<file path="config.mk">
export PLATFORM = sky130hd
export DESIGN_NAME = mem_access_unit_flat
export DESIGN_NICKNAME = d
export VERILOG_FILES = /design/src/rtl/mem_access_unit_if.sv /design/src/rtl/mem_access_unit.sv /design/src/flat_wrapper.sv
export SDC_FILE = /design/constraint.sdc
export NUM_CORES = 1
export LEC_CHECK = 0
export CORE_MARGIN = 2
export CORE_UTILIZATION = 38
export CTS_CLUSTER_DIAMETER = 60
export CTS_CLUSTER_SIZE = 28
export DETAILED_ROUTE_END_ITERATION = 16
export HOLD_SLACK_MARGIN = 0.03
export PLACE_DENSITY = 0.77
export SLEW_MARGIN = 30
export SYNTH_ARGS = -nofsm -noshare
export SYNTH_HDL_FRONTEND = slang
export SYNTH_SLANG_ARGS = --single-unit
</file>
<file path="constraint.sdc">
create_clock -name clk -period 2.13 [get_ports clk]
set_clock_uncertainty 0.1 [all_clocks]
set_input_delay 0.639 -clock clk [delete_from_list [all_inputs] [get_ports clk]]
set_output_delay 0.639 -clock clk [all_outputs]
set_load 0.05 [all_outputs]
</file>
<file path="src/rtl/mem_access_unit_if.sv">
// rtl/mem_access_unit_if.sv - data-memory request/response bus between the MEM stage and memory
interface mem_access_unit_if;
  logic        mem_req;
  logic        mem_we;
  logic [3:0]  mem_be;
  logic [31:0] mem_addr;
  logic [31:0] mem_wdata;
  logic [31:0] mem_pc;
  logic        mem_ack;
  logic [31:0] mem_rdata;

  modport master (
    output mem_req, mem_we, mem_be, mem_addr, mem_wdata, mem_pc,
    input  mem_ack, mem_rdata
  );

  modport slave (
    input  mem_req, mem_we, mem_be, mem_addr, mem_wdata, mem_pc,
    output mem_ack, mem_rdata
  );
endinterface

</file>
<file path="src/rtl/mem_access_unit.sv">
// rtl/mem_access_unit.sv - MEM-stage load/store initiator with alignment check and bus timeout
module mem_access_unit #(
  parameter int MAX_WAIT = 16
) (
  input  logic                clk,
  input  logic                reset,
  input  logic                valid,
  input  logic [2:0]          op,
  input  logic [31:0]         addr,
  input  logic [31:0]         wdata,
  input  logic [31:0]         pc,
  output logic                stall,
  output logic                done,
  output logic [31:0]         rdata,
  output logic                exc,
  output logic [4:0]          exc_code,
  mem_access_unit_if.master   mem
);

  localparam int CW = (MAX_WAIT > 1) ? $clog2(MAX_WAIT) : 1;
  localparam logic [CW-1:0] LAST = CW'(MAX_WAIT - 1);

  typedef enum logic [1:0] {IDLE, BUSY, DONE} state_t;

  state_t      state_q, state_d;
  logic [CW-1:0] cnt_q, cnt_d;
  logic [2:0]  op_q, op_d;
  logic [1:0]  off_q, off_d;
  logic        done_q, done_d, exc_q, exc_d;
  logic [4:0]  exc_code_q, exc_code_d;
  logic [31:0] rdata_q, rdata_d;
  logic        mem_req_q, mem_req_d, mem_we_q, mem_we_d;
  logic [3:0]  mem_be_q, mem_be_d;
  logic [31:0] mem_addr_q, mem_addr_d, mem_wdata_q, mem_wdata_d, mem_pc_q, mem_pc_d;

  logic        is_store, is_word, is_half, misaligned;
  logic [3:0]  be_calc;
  logic [31:0] wd_calc, lane, load_val;

  always_comb begin
    is_store   = (op >= 3'd5);
    is_word    = (op == 3'd0) || (op == 3'd5);
    is_half    = (op == 3'd3) || (op == 3'd4) || (op == 3'd7);
    misaligned = is_word ? (addr[1:0] != 2'b00) : (is_half ? addr[0] : 1'b0);

    if (is_word)      be_calc = 4'b1111;
    else if (is_half) be_calc = 4'b0011 << {addr[1], 1'b0};
    else              be_calc = 4'b0001 << addr[1:0];

    case (op)
      3'd5:    wd_calc = wdata;
      3'd6:    wd_calc = {4{wdata[7:0]}};
      3'd7:    wd_calc = {2{wdata[15:0]}};
      default: wd_calc = 32'd0;
    endcase

    // The latched byte offset moves the addressed lane down to bit 0 before extension.
    lane = mem.mem_rdata >> {off_q, 3'b000};
    case (op_q)
      3'd0:    load_val = mem.mem_rdata;
      3'd1:    load_val = {{24{lane[7]}}, lane[7:0]};
      3'd2:    load_val = {24'd0, lane[7:0]};
      3'd3:    load_val = {{16{lane[15]}}, lane[15:0]};
      3'd4:    load_val = {16'd0, lane[15:0]};
      default: load_val = 32'd0;
    endcase
  end

  always_comb begin
    state_d     = state_q;
    cnt_d       = cnt_q;
    op_d        = op_q;
    off_d       = off_q;
    done_d      = done_q;
    exc_d       = exc_q;
    exc_code_d  = exc_code_q;
    rdata_d     = rdata_q;
    mem_req_d   = mem_req_q;
    mem_we_d    = mem_we_q;
    mem_be_d    = mem_be_q;
    mem_addr_d  = mem_addr_q;
    mem_wdata_d = mem_wdata_q;
    mem_pc_d    = mem_pc_q;

    case (state_q)
      IDLE: begin
        if (valid) begin
          if (misaligned) begin
            state_d    = DONE;
            done_d     = 1'b1;
            exc_d      = 1'b1;
            exc_code_d = is_store ? 5'd5 : 5'd4;
            rdata_d    = 32'd0;
          end else begin
            state_d     = BUSY;
            cnt_d       = '0;
            op_d        = op;
            off_d       = addr[1:0];
            mem_req_d   = 1'b1;
            mem_we_d    = is_store;
            mem_be_d    = be_calc;
            mem_addr_d  = {addr[31:2], 2'b00};
            mem_wdata_d = wd_calc;
            mem_pc_d    = pc;
          end
        end
      end
      BUSY: begin
        cnt_d = cnt_q + 1'b1;
        // An ack arriving on the final wait cycle still completes normally.
        if (mem.mem_ack) begin
          state_d    = DONE;
          mem_req_d  = 1'b0;
          done_d     = 1'b1;
          exc_d      = 1'b0;
          exc_code_d = 5'd0;
          rdata_d    = load_val;
        end else if (cnt_q == LAST) begin
          state_d    = DONE;
          mem_req_d  = 1'b0;
          done_d     = 1'b1;
          exc_d      = 1'b1;
          exc_code_d = 5'd7;
          rdata_d    = 32'd0;
        end
      end
      default: begin
        state_d    = IDLE;
        done_d     = 1'b0;
        exc_d      = 1'b0;
        exc_code_d = 5'd0;
      end
    endcase
  end

  always_ff @(posedge clk) begin
    if (!reset) begin
      state_q     <= IDLE;
      cnt_q       <= '0;
      op_q        <= 3'd0;
      off_q       <= 2'd0;
      done_q      <= 1'b0;
      exc_q       <= 1'b0;
      exc_code_q  <= 5'd0;
      rdata_q     <= 32'd0;
      mem_req_q   <= 1'b0;
      mem_we_q    <= 1'b0;
      mem_be_q    <= 4'd0;
      mem_addr_q  <= 32'd0;
      mem_wdata_q <= 32'd0;
      mem_pc_q    <= 32'd0;
    end else begin
      state_q     <= state_d;
      cnt_q       <= cnt_d;
      op_q        <= op_d;
      off_q       <= off_d;
      done_q      <= done_d;
      exc_q       <= exc_d;
      exc_code_q  <= exc_code_d;
      rdata_q     <= rdata_d;
      mem_req_q   <= mem_req_d;
      mem_we_q    <= mem_we_d;
      mem_be_q    <= mem_be_d;
      mem_addr_q  <= mem_addr_d;
      mem_wdata_q <= mem_wdata_d;
      mem_pc_q    <= mem_pc_d;
    end
  end

  assign stall         = valid & (state_q != DONE);
  assign done          = done_q;
  assign rdata         = rdata_q;
  assign exc           = exc_q;
  assign exc_code      = exc_code_q;
  assign mem.mem_req   = mem_req_q;
  assign mem.mem_we    = mem_we_q;
  assign mem.mem_be    = mem_be_q;
  assign mem.mem_addr  = mem_addr_q;
  assign mem.mem_wdata = mem_wdata_q;
  assign mem.mem_pc    = mem_pc_q;

endmodule
</file>
<file path="src/flat_wrapper.sv">
// flat-port wrapper written by rule: the top's interface ports become plain ports
module mem_access_unit_flat 
#(
  parameter int MAX_WAIT = 16
)
  (clk, reset, valid, op, addr, wdata, pc, stall, done, rdata, exc, exc_code, mem_mem_req, mem_mem_we, mem_mem_be, mem_mem_addr, mem_mem_wdata, mem_mem_pc, mem_mem_ack, mem_mem_rdata);
  mem_access_unit_if mem_i ();
  input  logic clk;
  input  logic reset;
  input  logic valid;
  input  logic [2:0] op;
  input  logic [31:0] addr;
  input  logic [31:0] wdata;
  input  logic [31:0] pc;
  output logic stall;
  output logic done;
  output logic [31:0] rdata;
  output logic exc;
  output logic [4:0] exc_code;
  output wire logic [$bits(mem_i.mem_req)-1:0] mem_mem_req;
  output wire logic [$bits(mem_i.mem_we)-1:0] mem_mem_we;
  output wire logic [$bits(mem_i.mem_be)-1:0] mem_mem_be;
  output wire logic [$bits(mem_i.mem_addr)-1:0] mem_mem_addr;
  output wire logic [$bits(mem_i.mem_wdata)-1:0] mem_mem_wdata;
  output wire logic [$bits(mem_i.mem_pc)-1:0] mem_mem_pc;
  input wire logic [$bits(mem_i.mem_ack)-1:0] mem_mem_ack;
  input wire logic [$bits(mem_i.mem_rdata)-1:0] mem_mem_rdata;
  assign mem_mem_req = mem_i.mem_req;
  assign mem_mem_we = mem_i.mem_we;
  assign mem_mem_be = mem_i.mem_be;
  assign mem_mem_addr = mem_i.mem_addr;
  assign mem_mem_wdata = mem_i.mem_wdata;
  assign mem_mem_pc = mem_i.mem_pc;
  assign mem_i.mem_ack = mem_mem_ack;
  assign mem_i.mem_rdata = mem_mem_rdata;
  mem_access_unit #(.MAX_WAIT(MAX_WAIT)) u_core (.clk(clk), .reset(reset), .valid(valid), .op(op), .addr(addr), .wdata(wdata), .pc(pc), .stall(stall), .done(done), .rdata(rdata), .exc(exc), .exc_code(exc_code), .mem(mem_i));
endmodule
</file>
-- Word level (Yosys, flattened, before mapping)
Index checks and enable logic that the tools add are counted.
- register bits after elaboration: 150
- latch bits: 0
- memory bits (writable): 0
- bits in read-only memories: 0
- bits of input ports: 135
- output and inout bits: 142
- word-level logic and storage cells: 88
- memories kept: 0
- add/subtract/negate cells: 1
- $mul: 0
- div/mod/pow operators: 0
- $lt $le $gt $ge: 1
- eq/ne operators: 16
- shifts and indexed selects: 3
- mux-type cells: 37
- bitwise logic cells: 2
- reductions and logical operators: 14
- operators with widths (kind ; number):
    32-bit one-hot mux with 5 select lines ; 1
    32-bit two-way mux ; 4
    32-bit one-hot mux with 3 select lines ; 1
    32-bit one-hot mux with 2 select lines ; 1
    32-bit by 5-bit right shift with 16-bit output ; 1
    5-bit two-way mux ; 4
    4-bit two-way mux ; 4
    3-bit == test, second input constant ; 5
    1-bit two-way mux ; 12
    5-bit one-hot mux with 2 select lines ; 1
    3-bit by 2-bit == test with 1-bit output, second input constant ; 3
    3-bit AND reduction ; 3
    2-bit two-way mux ; 4
    4-bit one-hot mux with 2 select lines ; 1
    4-bit AND reduction ; 2
    3-bit zero test ; 2
    2-bit inequality test, second input constant ; 3
    1-bit one-hot mux with 2 select lines ; 3
    4-bit by 1-bit adder with 4-bit output, second input constant ; 1
    4-bit == test, second input constant ; 1
    2-bit one-hot mux with 2 select lines ; 1
    2-bit nonzero test ; 2
    1-bit by 2-bit << shifter with 4-bit output, first input constant ; 1
    2-bit by 2-bit << shifter with 4-bit output, first input constant ; 1
    other kinds (10) ; 12

-- Longest topological paths before layout
- depth after elaboration: 8
- gate-level depth with buffers: 9
- gate-level depth less buffers: 6

-- Worst setup path after synthesis
Ideal clock, no wire load.
- path kind: input port to output port
- start: input port valid
- end: output port stall
- data arrival time: 1.778 ns
- required time: 1.391 ns
- setup slack: -0.387 ns
- stages on the path: 1
- path buffers: 0
- cells stage by stage: a21boi_0
- longest elaborated chain between the ends: 1
- ends and longest elaborated chain (element ; line ; text):
    start: declaration ; flat_wrapper.sv:10 ; input logic valid;
    1-bit AND ; mem_access_unit.sv:170 ; assign stall = valid & (state_q != DONE);
    end: declaration ; flat_wrapper.sv:15 ; output logic stall;
No other way between the ends.

-- Worst setup path in the final report
- start: input port op[0]
- end: register u_core.mem_be_q[0] (netlist: u_core.mem.mem_be[0])
- longest elaborated chain between the ends: 7
- elaborated cells between the ends (all ways): 14
- classes of those cells: eq/ne: 4; mux: 4; bitwise: 1; reduce/logical: 5
- ends and longest elaborated chain (element ; line ; text):
    start: declaration ; flat_wrapper.sv:11 ; input logic [2:0] op;
    3-bit by 2-bit == test with 1-bit output / 3-bit == test (equally long branches) ; mem_access_unit.sv:43 ; is_half = (op == 3'd3) || (op == 3'd4) || (op == 3'd7);
    1-bit logical OR (2 in series) ; mem_access_unit.sv:43 ;
    1-bit two-way mux (2 in series) ; mem_access_unit.sv:44 ; misaligned = is_word ? (addr[1:0] != 2'b00) : (is_half ? addr[0] : 1'b0);
    1-bit inverter (no line) ; - ;
    3-bit AND reduction (no line) ; - ;
    end signal: assignment ; mem_access_unit.sv:163 ; mem_be_q <= mem_be_d;
    end: declaration ; mem_access_unit.sv:33 ; logic [3:0] mem_be_q, mem_be_d;
Parallel ways exist; a longest one is shown, timed or not.
A chain may end at the register's enable or synchronous reset.

==> impl_metrics.py <==
metrics = {
    "worst_setup_path": {
        "worstPathMaxFanout": 14,
        "cp-startpoint": "op[0]",
        "arrival_ns": 2.28,
        "crit_family": "compound AO/OA/AOI/OAI gates",
        "cp-end-kind": "flip-flop",
        "crit_chain": "dlygate4sd2_1 > buf_4 > nand2b_4 > a21o_4 > a211o_4 > buf_6 > a211oi_1 > nor2_1",
        "rr_startpoint": "u_core.cnt_q[0]",
        "worst_ep_required_time_ns": 2.33,
        "critPathLaunchType": "input pin",
        "worstSetupPathType": "input pin to flip-flop",
        "cpPeakStageDelay_ns": 0.38,
        "critical_path_buf_inv_count": 3,
        "cp_slowest_cell": "a211o_4",
    },
    "placement": {
        "placed_area_um2": 9180,
        "gp_congestion": 0.840,
        "dp_hpwl_um": 14500,
        "dp_cells": 1184,
        "place_ws_ns": -0.631,
        "portBuffers": 272,
    },
    "flow_run": {
        "drv_cap": 0,
    },
    "sta": {
        "fin_crit_sh": 0.974,
        "fmax_ghz": 0.482,
        "finalSetupViolCount": 0,
        "rsz0062_at_grt": "false",
        "setup_tns_ns": 0,
        "final_hold_viol_count": 0,
        "worst_pin_slew_ns": 0.757,
        "slew_viol_final": 0,
        "fin_ws_ns": 0.0547,
        "max_slew_margin": 0.494,
        "fin_crit_ns": 2.08,
    },
    "synth": {
        "syn_avg_cell_area_um2": 8.97,
        "netlist_instances": 689,
        "synth-adder-area-share": 0.00202,
        "synthXorXnorAreaFrac": 0.00142,
        "ys_async_sr_fraction": 0,
        "ys_warn_count": 0,
        "ys_ff_latch": 147,
        "synth_top_family_by_area": "simple AND/OR/NAND/NOR gates",
        "synthSimpleGateAreaFrac": 0.207,
        "synth_mux_area_frac": 0.0583,
        "syn-cell-area_um2": 6180,
        "synthTopCellsByArea": "dfxtp_1 48%, nand3_1 11%, nand2_1 5.5%",
        "synthDistinctLibCells": 42,
        "yosysTopAreaCellShare": 0.476,
        "synth_area_leader_cell": "dfxtp_1",
        "synthFlopType": "dfxtp_1",
        "synth_compound_area_frac": 0.200,
        "synth_seq_area_share": 0.476,
        "synth_edf_count": 0,
    },
    "power_and_ir_drop": {
        "ir_drop_mv": 0.478,
        "p_leak_nw": 4.53,
        "p_per_area_nw_per_um2": 809,
        "power.total_w": 0.00805,
    },
    "cells_and_area": {
        "final_cells": 1220,
        "diodes": 0,
        "post-route-cell-area_um2": 9950,
        "multi_input_area_um2": 3020,
        "fillCellCount": 1376,
        "register_area_um2": 2940,
        "final_common_cell": "buf_4",
        "final_net_count": 1129,
        "final_cell_mix": "203 x buf_4, 147 x dfxtp_1, 141 x nand3_1, 124 x clkdlybuf4s50_1, 90 x nand2_1",
        "drive_above_1_share": 0.277,
        "syn_to_final_growth_pct": 61.1,
    },
    "route": {
        "routedWlPerCell_um": 17.0,
        "first_iter_violations": 374,
        "drc": 0,
        "dr.pass1.iters": 5,
        "via_count": 6357,
        "antenna_left": 0,
        "wl_um": 20700,
        "via_per_inst": 5.21,
    },
    "cts": {
        "clock_latency_ns": 0.42,
        "clk_path_buf_depth": 2,
        "htreeDepth": 4,
        "root_buffer": "clkbuf_16",
        "cts_made_buffers": 17,
        "cts_tree": "yes",
        "cts_num_sinks": 147,
        "postCtsHoldBufs": 0,
        "cts.clk_slew.worst_paths_ns": 0.06,
    },
    "floorplan": {
        "chipWidth_um": 132,
        "die_h_um": 132,
        "row_count": 46,
        "fp.dieArea_um2": 17300,
        "pin_count": 277,
        "coreArea_um2": 15900,
        "initial_core_util": 0.389,
    },
    "global_routing": {
        "grt_pass1_vias": 6028,
        "grt_max_degree": 129,
        "grtUsageTotal": 0.230,
        "grt_overflow": 0,
        "antenna_found_initial": 0,
        "grt_first_pass_wirelength_um": 32100,
    },
    "hold_path": {
        "hold_class": "flip-flop to flip-flop",
        "hp-start": "u_core.mem.mem_addr[27]",
    },
    "run_status": {
        "status": "complete, no violations",
    },
}
## Yosys cell counts (2+ instances only)
master and number:
nor2_1 15, a221o_1 23, nand2_1 90, a211oi_1 4, nand3_1 141, a22o_1 8, buf_2 21, and2_1 2
buf_6 2, o21bai_1 2, inv_1 6, nor2b_1 4, o2bb2ai_1 25, dfxtp_1 147, o21a_1 3, o21ai_0 30
a21boi_0 4, a21o_1 10, a21oi_1 22, mux2i_1 9, a22oi_1 24, clkbuf_1 35, a211o_1 2, mux2_2 8
mux4_2 8, o22ai_1 3, nand2b_1 14, buf_1 3, and3_1 4, buf_4 6, nor3_1 3
## area by class of cell
cell class              instances  area share
inverters                       6     0.00226
clock inverters                10      0.0182
clock buffers                  20      0.0459
multi-input cells             474       0.303
flip-flops and latches        147       0.296
repair buffers                347       0.308
well taps                     216      0.0271
## worst paths after layout
path / slack (ns) / cells past startpoint / to
setup / recovery: 0.05 / 8 / u_core.mem.mem_be[0]
hold / removal: 0.35 / 2 / u_core.mem.mem_addr[27]
setup reg to reg: 0.19 / 8 / u_core.rdata[5]
hold reg to reg: 0.35 / 2 / u_core.mem.mem_addr[27]
## worst reg2reg max path: cells and delay by family, from the launching register on
family                   cells  cell delay (ns)
AND/OR/NAND/NOR              2             0.45
AO/OA/AOI/OAI                3             0.42
flip-flops                   1             0.33
adder cells (fa/ha/maj)      1             0.23
buffers and inverters        2             0.36
## metrics by stage
step                      hold WS, ns  utilization
after global routing            0.366        0.627
after global placement          0.336        0.578
after floorplan                 0.358            -
after detailed placement        0.341        0.578
final                           0.346        0.627
after CTS                       0.349        0.622
## state kept, by name (all words and copies together) (netlist names)
name and count:
u_core.cnt_q 4, u_core.done 1, u_core.exc_code 3, u_core.mem.mem_addr 30, u_core.mem.mem_be 4, u_core.mem.mem_pc 32
u_core.mem.mem_req 1, u_core.mem.mem_wdata 32, u_core.mem.mem_we 1, u_core.off_q 2, u_core.op_q 3, u_core.rdata 32
u_core.state_q 2
## routing by layer
metal / GRT usage / routed length [µm] / up-vias
met2: 0.378 / 10000 / 247
met4: 0.0870 / 480 / 0
met3: 0.0741 / 1480 / 36
li1: - / - / 3109
met1: 0.282 / 8740 / 2965
met5: 0 / 0 / -
## logic make-up after synthesis
| logic type | after synthesis |
|---|---|
| and+or+nand+nor | 275 |
| DFF | 147 |
| AOI/OAI and AO/OA | 166 |
| muxes | 25 |
| xor gates and xnor gates | 1 |
| other | 1 |
| adders and majority gates | 1 |
| buffers and inverters | 73 |
## what timing repair did
action	4_1_cts	5_1_grt
gates resized for setup	15	13
cloned	2	1
pin swaps	4	2
endpoints found under the setup margin	140	33
buffers inserted	0	3
## power by group
group | switching, W | total, W | internal [W] | leakage, nW
sequential | 0.0000878 | 0.00299 | 0.00290 | 1.20
combinational | 0.00108 | 0.00179 | 0.000715 | 3.02
clock | 0.00115 | 0.00328 | 0.00212 | 0.312
total | 0.00232 | 0.00805 | 0.00574 | 4.53
No activity file was read; power rests on OpenSTA's default activity.
==> patch 1: new RTL, same flow settings <==
`MAX_WAIT` is set to 16 in 2 places; all go to 64.
--- a/src/rtl/mem_access_unit.sv
+++ b/src/rtl/mem_access_unit.sv
@@ -1,6 +1,6 @@
 // rtl/mem_access_unit.sv - MEM-stage load/store initiator with alignment check and bus timeout
 module mem_access_unit #(
-  parameter int MAX_WAIT = 16
+  parameter int MAX_WAIT = 64
 ) (
   input  logic                clk,
   input  logic                reset,
--- a/src/flat_wrapper.sv
+++ b/src/flat_wrapper.sv
@@ -1,7 +1,7 @@
 // flat-port wrapper written by rule: the top's interface ports become plain ports
 module mem_access_unit_flat 
 #(
-  parameter int MAX_WAIT = 16
+  parameter int MAX_WAIT = 64
 )
   (clk, reset, valid, op, addr, wdata, pc, stall, done, rdata, exc, exc_code, mem_mem_req, mem_mem_we, mem_mem_be, mem_mem_addr, mem_mem_wdata, mem_mem_pc, mem_mem_ack, mem_mem_rdata);
   mem_access_unit_if mem_i ();
Function: no difference found for any inputs over 4 cycles, from zero or initial values and one cycle with reset low; that may be too few to reach the edited logic, so the function may still have changed.
==> patch 1 against the unedited design <==
- design area up 1.2%
- worst hold slack better by 0.0077 ns
- die area is 1.7% higher
- clock power shrank 12%
- total power down 0.25%
- sequential cell count is 2 higher
- sequential share of layout area is 0.056 points higher
- highest routed layer unchanged
- area after synthesis up 1.8%
- wire length decreased by 4.2%
- worst setup slack worse by 0.013 ns
- critical endpoint is now u_core.rdata[19]$_SDFFE_PN0P_
==> patch 1: results (changes against the unedited design) <==
* M1 WL at 8400 um (-4.0%)
* GRT met3 Usage at 0.0479 (-0.0262)
* Worst Min Path Start: u_core.mem.mem_pc[15]$_SDFFE_PN0P_
* VDD IR max at 0.592 mV (+24%)
* Slew @ Worst Pin at 0.662 ns (-0.0955 ns)
* Starting DRT DRC Count at 363 (-2.9%)
* GR Layer Usage met1 at 0.280 (-0.00130)
* Status: completed
* Slowest CP cell: mux4_2
* CP endpoint: u_core.rdata[19]$_SDFFE_PN0P_
* CP max stage delay at 0.54 ns (+0.16 ns)
* Top cells by count, synth: 159 x nand2_1, 149 x dfxtp_1, 88 x a21oi_1
* Critical Path Fanout Max at 17 (+3)
* Fillcell total at 1381 (+0.36%)
* Via-to-Cell Ratio at 5.13 (-1.5%)
* Tot GR Track Use at 0.221 (-0.00891)
* Worst Reg-to-Reg Cells at 5 (-3)
* Post-DP HPWL at 14600 um (+0.74%)
* Placed insts at 1213 (+2.4%)
* Post-synthesis xor/xnor area fraction at 0.00278 (+0.00137)
* Tcrit/Tclk final at 0.980 (+0.00603)
* Initial antenna violation count at 1 (+1)
* Met2 routed WL at 9660 um (-3.5%)
* Proportion of synthesized area in mux cells at 0.0605 (+0.00216)
* DP Worst Slack at -0.637 ns (-0.00690 ns)
* Reg-to-Reg Start: u_core.off_q[0]$_SDFFE_PN0P_
* Synth cell types at 57 (+36%)
* Vias in the first global route at 6055 (+0.45%)
* Met2 global-route usage at 0.369 (-0.00852)
patch 1: changes by cell type in the layout (fill, tap and decap cells not counted), sizes merged, moves of 7 or more:
cell     delta
nand2      +69
a21oi      +65
nor2       +10
mux2i      +11
nand2b     -13
nand3     -129
o21ai       -7
o2bb2ai     +7
mux2        -8
a221o       -7
buf         +8
patch 1: kinds of logic (layout without fill, tap and decap cells):
family	Yosys count	after routing
flops	149	149
compound gates	228	228
mux	28	28
other cells	1	6
xor+xnor	2	2
buf+inv	67	392
simple gates	226	226
fa+ha+maj	1	1
patch 1: area by class of cell:
cell class	count	area share
clock buffer	18	0.0426
tap	220	0.0273
multi-input combinational	489	0.306
clock inverter	14	0.0135
sequential	149	0.296
timing repair buffer	355	0.312
antenna	2	0.000497
inverter	5	0.00186
patch 1: what timing repair did:
item,in CTS,in global routing
pin swaps,3,1
resized for setup,22,5
setup buffers,3,1
hold buffers,0,0
endpoints found under the setup margin,136,12
cloned,1,0
patch 1: power groups by stage:
stage | registers (mW) | logic (mW) | clock network (mW)
5_1_grt | 3.08 | 2.23 | 3.06
6_report | 3.06 | 2.10 | 2.88
3_5_place_dp | 3.12 | 2.05 | 0
2_1_floorplan | 3.62 | 0.693 | 0
4_1_cts | 3.06 | 2.10 | 2.94
3_3_place_gp | 3.11 | 2.04 | 0
patch 1: through the flow:
| stage | power (mW) | hold WS, ns | instance area [sq um] |
|---|---|---|---|
| 3_3_place_gp | 5.15 | 0.336 | 9360 |
| 4_1_cts | 8.10 | 0.356 | 10000 |
| 3_5_place_dp | 5.17 | 0.346 | 9360 |
| 6_report | 8.03 | 0.354 | 10100 |
| 5_1_grt | 8.37 | 0.372 | 10100 |
| 2_1_floorplan | 4.31 | 0.369 | 6330 |
==> patch 2: new RTL, config.mk and constraints unchanged <==
Without the edit above. Encoding of `state_t`: now one-hot (3 bits for 3 states).
--- a/src/rtl/mem_access_unit.sv
+++ b/src/rtl/mem_access_unit.sv
@@ -20,7 +20,7 @@
   localparam int CW = (MAX_WAIT > 1) ? $clog2(MAX_WAIT) : 1;
   localparam logic [CW-1:0] LAST = CW'(MAX_WAIT - 1);
 
-  typedef enum logic [1:0] {IDLE, BUSY, DONE} state_t;
+  typedef enum logic [2:0] {IDLE = 3'b001, BUSY = 3'b010, DONE = 3'b100} state_t;
 
   state_t      state_q, state_d;
   logic [CW-1:0] cnt_q, cnt_d;
Formal check against the unedited RTL: same outputs for any inputs over 4 cycles, from zero or initial values and one cycle with reset low; so few cycles prove little.
==> patch 2 against the unedited design <==
- critical path depth is 1 lower
- worst hold slack better by 0.0079 ns
- area after synthesis is 1.2% higher
- critical path type unchanged
- design area is 1.3% higher
- worst setup slack worse by 0.029 ns
- sequential cell count is 1 higher
- total power is 0.70% higher
- wire length is 0.86% higher
==> patch 2: results (changes against the unedited design) <==
* Status: completed
* Worst Min Path Start: u_core.mem.mem_pc[25]$_SDFFE_PN0P_
* H-tree Lvls at 4 (unchanged)
* Multi-input gate area at 3040 sq um (+0.70%)
* CP max stage delay at 0.50 ns (+0.12 ns)
* Core Util, Final at 0.630 (+0.00355)
* Clkbuf count at 18 (-10%)
* Critical Path Fanout Max at 8 (-6)
* Post-CTS sizing at 14 (-1)
* Power share of the clock group at 0.415 (+0.008)
* Main area contributors after synthesis: dfxtp_1 47%, nand2_1 10%, a21oi_1 6.8%
* Leakage power total at 4.13 nW (-8.8%)
* DR pass1 iterations at 4 (-1)
* Vias in the first global route at 6251 (+3.7%)
* Avg Inst Size Synth at 8.74 sq um (-2.6%)
* Initial antenna violation count at 2 (+2)
* Post-DP HPWL at 15400 um (+6.1%)
* Non-clock buffering overhead at 0.306 (-0.00170)
* Routed WL at 20900 um (+0.86%)
* Clock-cell share of area at 0.0658 (+0.00166)
* Placed cell areas at 9310 sq um (+1.4%)
* Seq/total area at 0.294 (-0.00179)
* Reg area at 2960 sq um (+0.68%)
* Fillcell total at 1368 (-0.58%)
* Slew @ Worst Pin at 0.694 ns (-0.0632 ns)
* First-pass GRT wire length at 32800 um (+2.1%)
* Tot GR Track Use at 0.233 (+0.00320)
* # diodes at 2 (+2)
* Synth cell types at 44 (+4.8%)
* Starting DRT DRC Count at 421 (+13%)
* Reg-to-Reg Start: u_core.state_q[2]$_SDFFE_PN0P_
* Seq Cell Count at 148 (+0.68%)
* Post-synthesis xor/xnor area fraction at 0 (-0.00142)
* Proportion of synthesized area in mux cells at 0.0576 (-0.000688)
* Post-CTS Setup Bufs at 5 (+5)
* Top delay family on crit path: buffers and inverters
* WL/cell at 16.6 um (-2.3%)
* Top cells by count, synth: 166 x nand2_1, 148 x dfxtp_1, 85 x a21oi_1
* Total power at 8.11 mW (+0.70%)
* Non-Clock Inverter Count at 15 (+9)
* DP Worst Slack at -0.663 ns (-0.0322 ns)
* Via-to-Cell Ratio at 5.15 (-1.2%)
* Gp weighted congestion at 0.886 (+5.5%)
* VDD IR max at 0.580 mV (+21%)
* Slowest CP cell: mux4_2
* Fraction of layout cells with a size suffix above 1 at 0.273 (-0.00408)
* Post-synthesis adder-cell area fraction at 0.00200 (-0.0000239)
* CP startpoint: mem_mem_rdata[15]
* CP Data Arrival Time at 2.31 ns (+0.03 ns)
* Post-synthesis compound-gate area fraction at 0.252 (+0.0525)
* Largest net degree at the start of global routing at 42 (-67%)
* NumNets Final at 1164 (+3.1%)
-- patch 2: cell types whose count changed after synthesis, sizes merged, moves of 11 or more --
cell    unedited run  this run
a21oi             23        85
nand3            141         4
nand2             90       166
nand2b            14         3
buf               32        21
a22oi             25        41
nor2              15        33
-- patch 2: routing by layer --
layer	global-route usage	routed length, um	share of wire
met2	0.381	9900	0.47
met5	0	0	0
met3	0.0673	1670	0.080
met1	0.290	8810	0.42
met4	0.0956	522	0.025
-- patch 2: final timing paths --
kind	slack (ns)	endpoint	cells past startpoint
hold reg to reg	0.35	u_core.mem.mem_pc[25]$_SDFFE_PN0P_	2
hold / removal	0.35	u_core.mem.mem_pc[25]$_SDFFE_PN0P_	2
setup / recovery	0.03	u_core.rdata[12]$_SDFFE_PN0P_	7
setup reg to reg	0.13	u_core.rdata[15]$_SDFFE_PN0P_	7
